<file path="config.mk">
export PLATFORM = sky130hd
export DESIGN_NAME = dmem_mmio
export DESIGN_NICKNAME = d
export VERILOG_FILES = /design/src/rtl/dmem_mmio.sv
export SDC_FILE = /design/constraint.sdc
export NUM_CORES = 2
export LEC_CHECK = 0
export ABC_AREA = 1
export BUFFER_PORTS_ARGS = -buffer_cell sky130_fd_sc_hd__buf_2
export CORE_MARGIN = 10
export CORE_UTILIZATION = 30
export CTS_CLUSTER_DIAMETER = 30
export DETAILED_ROUTE_END_ITERATION = 6
export PLACE_DENSITY_LB_ADDON = 0.1
export SYNTH_ARGS = -nofsm -noshare
export SYNTH_HDL_FRONTEND = slang
export SYNTH_SLANG_ARGS = --single-unit
</file>
<file path="constraint.sdc">
create_clock -name clk -period 5.9 [get_ports clk]
set_input_delay 0.59 -clock clk [delete_from_list [all_inputs] [get_ports clk]]
set_output_delay 0.59 -clock clk [all_outputs]
set_load 0.05 [all_outputs]
</file>
<file path="src/rtl/dmem_mmio.sv">
// Data memory plus memory-mapped I/O for a small core: word RAM, LED register,
// free-running timer and a transmit-only UART (8N1) with busy/overrun status.
module dmem_mmio #(
    parameter int RAM_WORDS    = 64,
    parameter int CLKS_PER_BIT = 868
) (
    input  logic        clk,
    input  logic        reset,
    input  logic        dmem_we,
    input  logic [31:0] dmem_addr,
    input  logic [31:0] dmem_wdata,
    output logic [31:0] dmem_rdata,
    output logic [7:0]  led,
    output logic        uart_tx
);

    localparam int AW = $clog2(RAM_WORDS);
    localparam int BW = (CLKS_PER_BIT > 1) ? $clog2(CLKS_PER_BIT) : 1;
    localparam logic [BW-1:0] BAUD_LAST = BW'(CLKS_PER_BIT - 1);

    typedef enum logic [1:0] {
        IDLE  = 2'd0,
        START = 2'd1,
        DATA  = 2'd2,
        STOP  = 2'd3
    } uart_state_t;

    // Core handshake: there is no valid/ready pair. A store is the single-cycle
    // strobe dmem_we sampled at the rising edge; loads are combinational and
    // always complete in the same cycle, independent of dmem_we.

    logic [31:0]   mem [RAM_WORDS];
    logic [AW-1:0] ram_idx;
    logic          io_sel;
    logic [1:0]    io_reg;
    logic          wr_led;
    logic          wr_timer;
    logic          wr_tx;
    logic          wr_status;
    logic          unused_addr_bits;

    logic [31:0]   timer;
    logic          overrun;
    logic          busy;

    uart_state_t   state_q;
    uart_state_t   state_d;
    logic [BW-1:0] baud_q;
    logic [BW-1:0] baud_d;
    logic [2:0]    bit_q;
    logic [2:0]    bit_d;
    logic [7:0]    shift_q;
    logic [7:0]    shift_d;
    logic          tx_q;
    logic          tx_d;
    logic          baud_end;
    logic          tx_accept;

    assign ram_idx   = dmem_addr[AW+1:2];
    assign io_sel    = dmem_addr[31];
    assign io_reg    = dmem_addr[3:2];
    assign wr_led    = dmem_we && io_sel && (io_reg == 2'd0);
    assign wr_timer  = dmem_we && io_sel && (io_reg == 2'd1);
    assign wr_tx     = dmem_we && io_sel && (io_reg == 2'd2);
    assign wr_status = dmem_we && io_sel && (io_reg == 2'd3);
    assign unused_addr_bits = ^dmem_addr[30:0];

    // RAM ignores reset entirely, so a store coincident with reset still lands.
    always_ff @(posedge clk) begin
        if (dmem_we && !io_sel) begin
            mem[ram_idx] <= dmem_wdata;
        end
    end

    always_ff @(posedge clk) begin
        if (reset) begin
            led     <= 8'd0;
            timer   <= 32'd0;
            overrun <= 1'b0;
        end else begin
            if (wr_led) begin
                led <= dmem_wdata[7:0];
            end
            if (wr_timer) begin
                timer <= dmem_wdata;
            end else begin
                timer <= timer + 32'd1;
            end
            if (wr_tx && busy) begin
                overrun <= 1'b1;
            end else if (wr_status) begin
                overrun <= 1'b0;
            end
        end
    end

    assign busy      = (state_q != IDLE);
    assign baud_end  = (baud_q == BAUD_LAST);
    assign tx_accept = wr_tx && (state_q == IDLE);

    always_ff @(posedge clk) begin
        if (reset) begin
            state_q <= IDLE;
            baud_q  <= '0;
            bit_q   <= 3'd0;
            shift_q <= 8'd0;
            tx_q    <= 1'b1;
        end else begin
            state_q <= state_d;
            baud_q  <= baud_d;
            bit_q   <= bit_d;
            shift_q <= shift_d;
            tx_q    <= tx_d;
        end
    end

    always_comb begin
        state_d = state_q;
        baud_d  = baud_q;
        bit_d   = bit_q;
        shift_d = shift_q;
        case (state_q)
            IDLE: begin
                if (tx_accept) begin
                    state_d = START;
                    baud_d  = '0;
                    bit_d   = 3'd0;
                    shift_d = dmem_wdata[7:0];
                end
            end
            START: begin
                if (baud_end) begin
                    baud_d  = '0;
                    state_d = DATA;
                end else begin
                    baud_d = baud_q + 1'b1;
                end
            end
            DATA: begin
                if (baud_end) begin
                    baud_d  = '0;
                    shift_d = {1'b0, shift_q[7:1]};
                    if (bit_q == 3'd7) begin
                        bit_d   = 3'd0;
                        state_d = STOP;
                    end else begin
                        bit_d = bit_q + 3'd1;
                    end
                end else begin
                    baud_d = baud_q + 1'b1;
                end
            end
            STOP: begin
                if (baud_end) begin
                    baud_d  = '0;
                    state_d = IDLE;
                end else begin
                    baud_d = baud_q + 1'b1;
                end
            end
            default: state_d = IDLE;
        endcase

        // Line level is registered from the next state so the pin never glitches.
        tx_d = 1'b1;
        if (state_d == START) begin
            tx_d = 1'b0;
        end else if (state_d == DATA) begin
            tx_d = shift_d[0];
        end
    end

    assign uart_tx = tx_q;

    always_comb begin
        dmem_rdata = 32'd0;
        if (!io_sel) begin
            dmem_rdata = mem[ram_idx];
        end else begin
            case (io_reg)
                2'd0:    dmem_rdata = {24'd0, led};
                2'd1:    dmem_rdata = timer;
                2'd2:    dmem_rdata = 32'd0;
                default: dmem_rdata = {30'd0, overrun, busy};
            endcase
        end
    end

endmodule

</file>
# Word level (Yosys, flattened, before mapping)

Memories as Yosys holds them, arrays and structs flattened.
Index checks and enable logic that the tools add are counted.

Bits in registers: 65
Latch bits: 0
RAM bits: 2048
ROM bits: 0
Bits of input ports: 67
Output and inout port bits: 41
Word-level logic and storage cells: 66
Memories: 1

$add $sub $neg: 3
Multipliers: 0
Divide/modulo/power cells: 0
$lt $le $gt $ge: 0
Equality and inequality tests: 12
Shift-type cells: 0
Muxes and demuxes: 25
Bitwise gates (word level): 0
Reductions and logical operators: 16

Memories:

| name | depth | width | read ports | clocked after memory_dff | write ports | line | RTL |
|---|---|---|---|---|---|---|---|
| mem  | 64    | 32    | 1          | 0                        | 1           | 32   | `logic [31:0] mem [RAM_WORDS];` |

Operator list:

| kind                                                 | count |
|---|---|
| case mux 32 bit (3 select lines)                     | 1 |
| two-way mux 32 bit                                   | 2 |
| adder 32 x 1 -> 32 bit (second input constant)       | 1 |
| two-way mux 10 bit                                   | 2 |
| case mux 10 bit (2 select lines)                     | 1 |
| two-way mux 8 bit                                    | 2 |
| case mux 8 bit (2 select lines)                      | 1 |
| adder 10 x 1 -> 10 bit (second input constant)       | 1 |
| equality test 10 bit (second input constant)         | 1 |
| equality test 2 bit (second input constant)          | 5 |
| two-way mux 2 bit                                    | 5 |
| two-way mux 3 bit                                    | 3 |
| logical AND 1 bit                                    | 8 |
| case mux 2 bit (4 select lines)                      | 1 |
| equality test 2 x 1 -> 1 bit (second input constant) | 3 |
| two-way mux 1 bit                                    | 6 |
| case mux 3 bit (2 select lines)                      | 1 |
| nonzero test 2 bit                                   | 3 |
| zero test 2 bit                                      | 2 |
| inequality test 2 bit (second input constant)        | 2 |
| adder 3 x 1 -> 3 bit (second input constant)         | 1 |
| equality test 3 bit (second input constant)          | 1 |
| AND reduction 3 bit                                  | 1 |
| OR reduction 3 bit                                   | 1 |
| zero test 1 bit                                      | 1 |

# Logic depth before layout (Yosys ltp)

Depth in word-level cells: 8
Gate-level depth with buffers: 16
Gate-level depth less buffers: 13

# Least setup slack after synthesis

OpenSTA, ideal clock, no wires.

Kind: input -> register
Start point: in dmem_addr[3]
End point: mem mem[0][0], enable pin
Library setup time: 0.421 ns
Arrival: 3.034 ns
Data required time: 5.479 ns
Path slack: 2.445 ns
Cell stages on the path: 7
Buffers on the path: 4
Cell sequence: buf_4 nor2_2 buf_2 buf_4 buf_2 nand3_1 nor2_1

RTL lines:

| element     | line | RTL |
|---|---|---|
| from (decl) | 10   | `input logic [31:0] dmem_addr,` |
| to (decl)   | 32   |  |

Straight into the memory's write port.

# Worst setup path after layout

Start point: in dmem_addr[2]
End point: out dmem_rdata[19]

Longest elaborated chain between the ends: 3
Elaborated cells on any way between the ends: 6
Classes of those cells: 2 x eq/ne; 2 x mux; 1 x reduce/logical; 1 x memory

Ends and longest elaborated chain:

| element                                                                      | line | RTL |
|---|---|---|
| parallel branches: the longest is 2 deep, another holds memory (64 x 32 bit) | n/a  |  |
| two-way mux 32 bit *                                                         | 177  | `if (!io_sel) begin` |
| to (decl)                                                                    | 12   | `output logic [31:0] dmem_rdata,` |

Every way passes the cells marked *.

==> summary.txt <==
Yosys
  – Cell count after synthesis: 7618
  – Register area share after synthesis: between 70% and 80%
  – Syn_area_per_cell: 11.3 um2
  – Yosys Warn Count: 0
  – Syn nets: 7689
  – Top cells by instance count after synthesis: nand2_1 (3313), edfxtp_1 (2048), nand3_1 (586)
  – Post-synth EDFFs: 2048
  – Post-synth ARST share: 0%
  – Synth Cell Area: 0.0860 mm2
  – Cell variety after synth: 38
  – Most frequent cell after synthesis: nand2_1
  – #FFs+latches synth: 2113
  – Cell taking the most area after synthesis: edfxtp_1
  – Yosys top cell area share: 71.5%
  – Ys flop type: edfxtp_1
  – Top cells by area, synth: edfxtp_1 (72%), nand2_1 (14%), nand3_1 (3.4%)

Critical path
  – Number of cells on the critical path: 14
  – Setup crit end kind: output port
  – Slowest stage delay, CP: 0.55 ns
  – Reg2Reg Capture Point: uart_tx
  – Arrival @ worst endpoint: 4.15 ns
  – CP top delay family: buffers and inverters
  – Max FO, Critical Path: 74
  – CP most frequent cell: nand2_1
  – Type of origin of the critical path: input port
  – Worst R2R Path Depth: 10
  – Buf/Inv on CP: 5
  – Crit path to: dmem_rdata[19]
  – CP required: between 5 and 6 ns
  – Critical Setup Path Class: in -> out
  – CP Launch Point: dmem_addr[2]
  – Cell breakdown of the critical path: buf_8 -> inv_16 -> nor2_4 -> buf_12 -> buf_4 -> nand2_1 -> nand4_1 -> nand3_1 -> nand2_1 -> nand2_1 -> nand2_1 -> o21ai_1 -> nand2_1 -> buf_12
  – Reg2reg start: baud_q[0]
  – R2R Setup Slk: 3.83 ns
  – CP max stage cell: buf_8

Cells and area
  – Post-Layout Cell Count: 12200
  – Layout cell share with drive strength beyond 1: 13.2%
  – Synthesis-to-finish area growth: 27.1%
  – Final net count: 8124
  – Final core occ: 38.3%

Power and ir drop
  – Worst VDD drop: 0.234 mV
  – Flop pwr share: 36.0%
  – Pleak: 41.3 nW
  – Int Power: 35.9 mW
  – Pwr Density: 422 mW/mm2
  – Clock network power share: 59.2%
  – Sw frac: between 20% and 30%
  – Switch Pwr: 10.2 mW
  – Logic pwr share: 4.7%

Clocking
  – CTS tree: yes
  – Clk sinks: 2113
  – Post-CTS sizing: 0
  – # H-tree levels: 6
  – Skew-Pair Late Insertion Delay: 0.90 ns
  – Max Buffers Root-to-Sink: 4
  – Cts bufs inserted: 532
  – Clk slew on worst S/H paths: 0.04 ns
  – Post-CTS setup buffer count: 0
  – Hold-fix buffers, CTS: 0
  – Root buffer cell: clkbuf_16

Floorplan
  – # rows: slightly below 200
  – Die area: 0.308 mm2
  – Initial core utilization: between 30 and 40%
  – Die Ht: 555 um
  – I/O pins: 108
  – Total core area: 0.285 mm2
  – Die W: 555 um

Place
  – Placed insts: 11300
  – # port buffers: 82
  – Dpl hpwl: 168000 um
  – RePlAce Congestion: 0.805

Global routing
  – Vias in the first global route: 58800
  – GRT Util Overall: 19.7%
  – Gr ovfl total: 0
  – First-pass GRT wire length: 442000 um
  – Pin count of the biggest net entering global routing: about 140
  – Initial antenna violation count: 23

Timing
  – Max Clk Rate: 0.211 GHz
  – Worst hold slack: 0.141 ns
  – Worst-margin pin slew: 1.26 ns
  – RSZ-0062 raised after global routing: no
  – Final Skew: ~0.035 ns
  – Fin Setup TNS: 0 ns
  – Final slew viol count: 0
  – Rel. slew slack: 16.3%
  – Fin. Hold Viols: 0
  – Fin crit share: 80.4%
  – # setup viols final: 0
  – Period minus WS final: 4.74 ns

Route
  – Initial DRC count: 4918
  – DR pass1 iterations: 6
  – WL/cell: 25.6 um
  – Final ANT Viol Nets: 0
  – Routed Wire Length: 313000 um
  – Vias: between 50000 and 60000
  – DRC viols: 0
  – Via-to-Cell Ratio: 4.83

Status
  – Status: finished, final reports clean

Min path
  – Worst hold path depth: 1
  – Worst hold path type: in -> reg

Run
  – MaxCap Viol Count: 0
[per-stage QoR]
step           setup WS, ns  area (um2)  total power, mW
2_1_floorplan          2.44       86000             17.9
3_3_place_gp           1.05       92400             19.1
3_5_place_dp           1.02       92400             19.1
4_1_cts                1.10      109000             46.6
5_1_grt               0.989      109000             47.6
6_report               1.16      109000             46.1
[per-layer routing]
layer / vias to the layer above / GRT usage [%] / part of all wire, %
li1: 27200 / - / -
met1: 29800 / 26.5 / 45
met2: 1678 / 32.6 / 48
met3: 437 / 3.26 / 5.0
met4: 0 / 5.78 / 2.7
met5: - / 0 / 0
[power groups by stage]
| stage | registers (mW) | logic [mW] | clock network, mW |
|---|---|---|---|
| after floorplan | 16.9 | 1.03 | 0 |
| after global placement | 16.9 | 2.21 | 0 |
| after detailed placement | 16.9 | 2.22 | 0 |
| after CTS | 16.6 | 2.22 | 27.8 |
| after global routing | 16.6 | 2.36 | 28.6 |
| final | 16.6 | 2.18 | 27.3 |
[layout make-up]
class                           count  area [um2]
Inverter                          282        1100
Timing Repair Buffer              303        3010
Sequential cell                  2113       62800
Clock buffer                      663       14300
Clock inverter                    274        2550
Antenna cell                       10        25.0
Tap cell                         3762        4710
Multi-Input combinational cell   4821       20700
Fill cell                       27700      176000
[layout by cell type (no fill, tap or decap), types with 15 or more instances in the layout]
| cell type | instances |
|---|---|
| buf_2 | 50 |
| nand3_1 | 586 |
| nor2_1 | 211 |
| buf_4 | 182 |
| clkbuf_16 | 556 |
| bufinv_16 | 44 |
| o21ai_0 | 63 |
| nand3b_1 | 16 |
| nand4_1 | 240 |
| nor2_4 | 70 |
| dfxtp_1 | 65 |
| clkinvlp_4 | 15 |
| clkinv_2 | 76 |
| inv_1 | 275 |
| buf_12 | 67 |
| edfxtp_1 | 2048 |
| a21oi_1 | 211 |
| clkbuf_1 | 106 |
| nand2_1 | 3312 |
| nor3_1 | 18 |
| o21ai_1 | 16 |
| clkinv_1 | 110 |
| inv_6 | 19 |
[registers in the layout (all words and copies together) (netlist names)]
| register | flops |
|---|---|
| mem | 2048 |
| led | 8 |
| state_q | 2 |
| overrun | 1 |
| timer | 32 |
| bit_q | 3 |
| baud_q | 10 |
| shift_q | 8 |
| uart_tx | 1 |
[worst reg2reg max path: stages (launching register included)]
cell	delay [ns]
dfxtp_1	0.37
ha_1	0.24
nand2_1	0.07
nor2_1	0.15
nand3_1	0.25
nand2_1	0.12
nand2_1	0.05
nor2_1	0.21
nand2_1	0.07
o21ai_0	0.33
nand2_1	0.11
[cell families after synthesis]
logic type,Yosys count,synth area share (%)
buf+inv,684,3.45
xor+xnor,15,0.153
flops,2113,73.0
compound gates,333,2.08
fa+ha+maj,4,0.0582
simple gates,4469,21.2
[how the worst min path moves through the flow]
stage,end,start
finish,mem[19][26],dmem_wdata[26]
global route,mem[22][26],dmem_wdata[26]
CTS,mem[19][26],dmem_wdata[26]
detailed placement,shift_q[7],shift_q[7]
global placement,shift_q[7],shift_q[7]
floorplan,shift_q[7],shift_q[7]
Power figures use the tool's default switching activity.
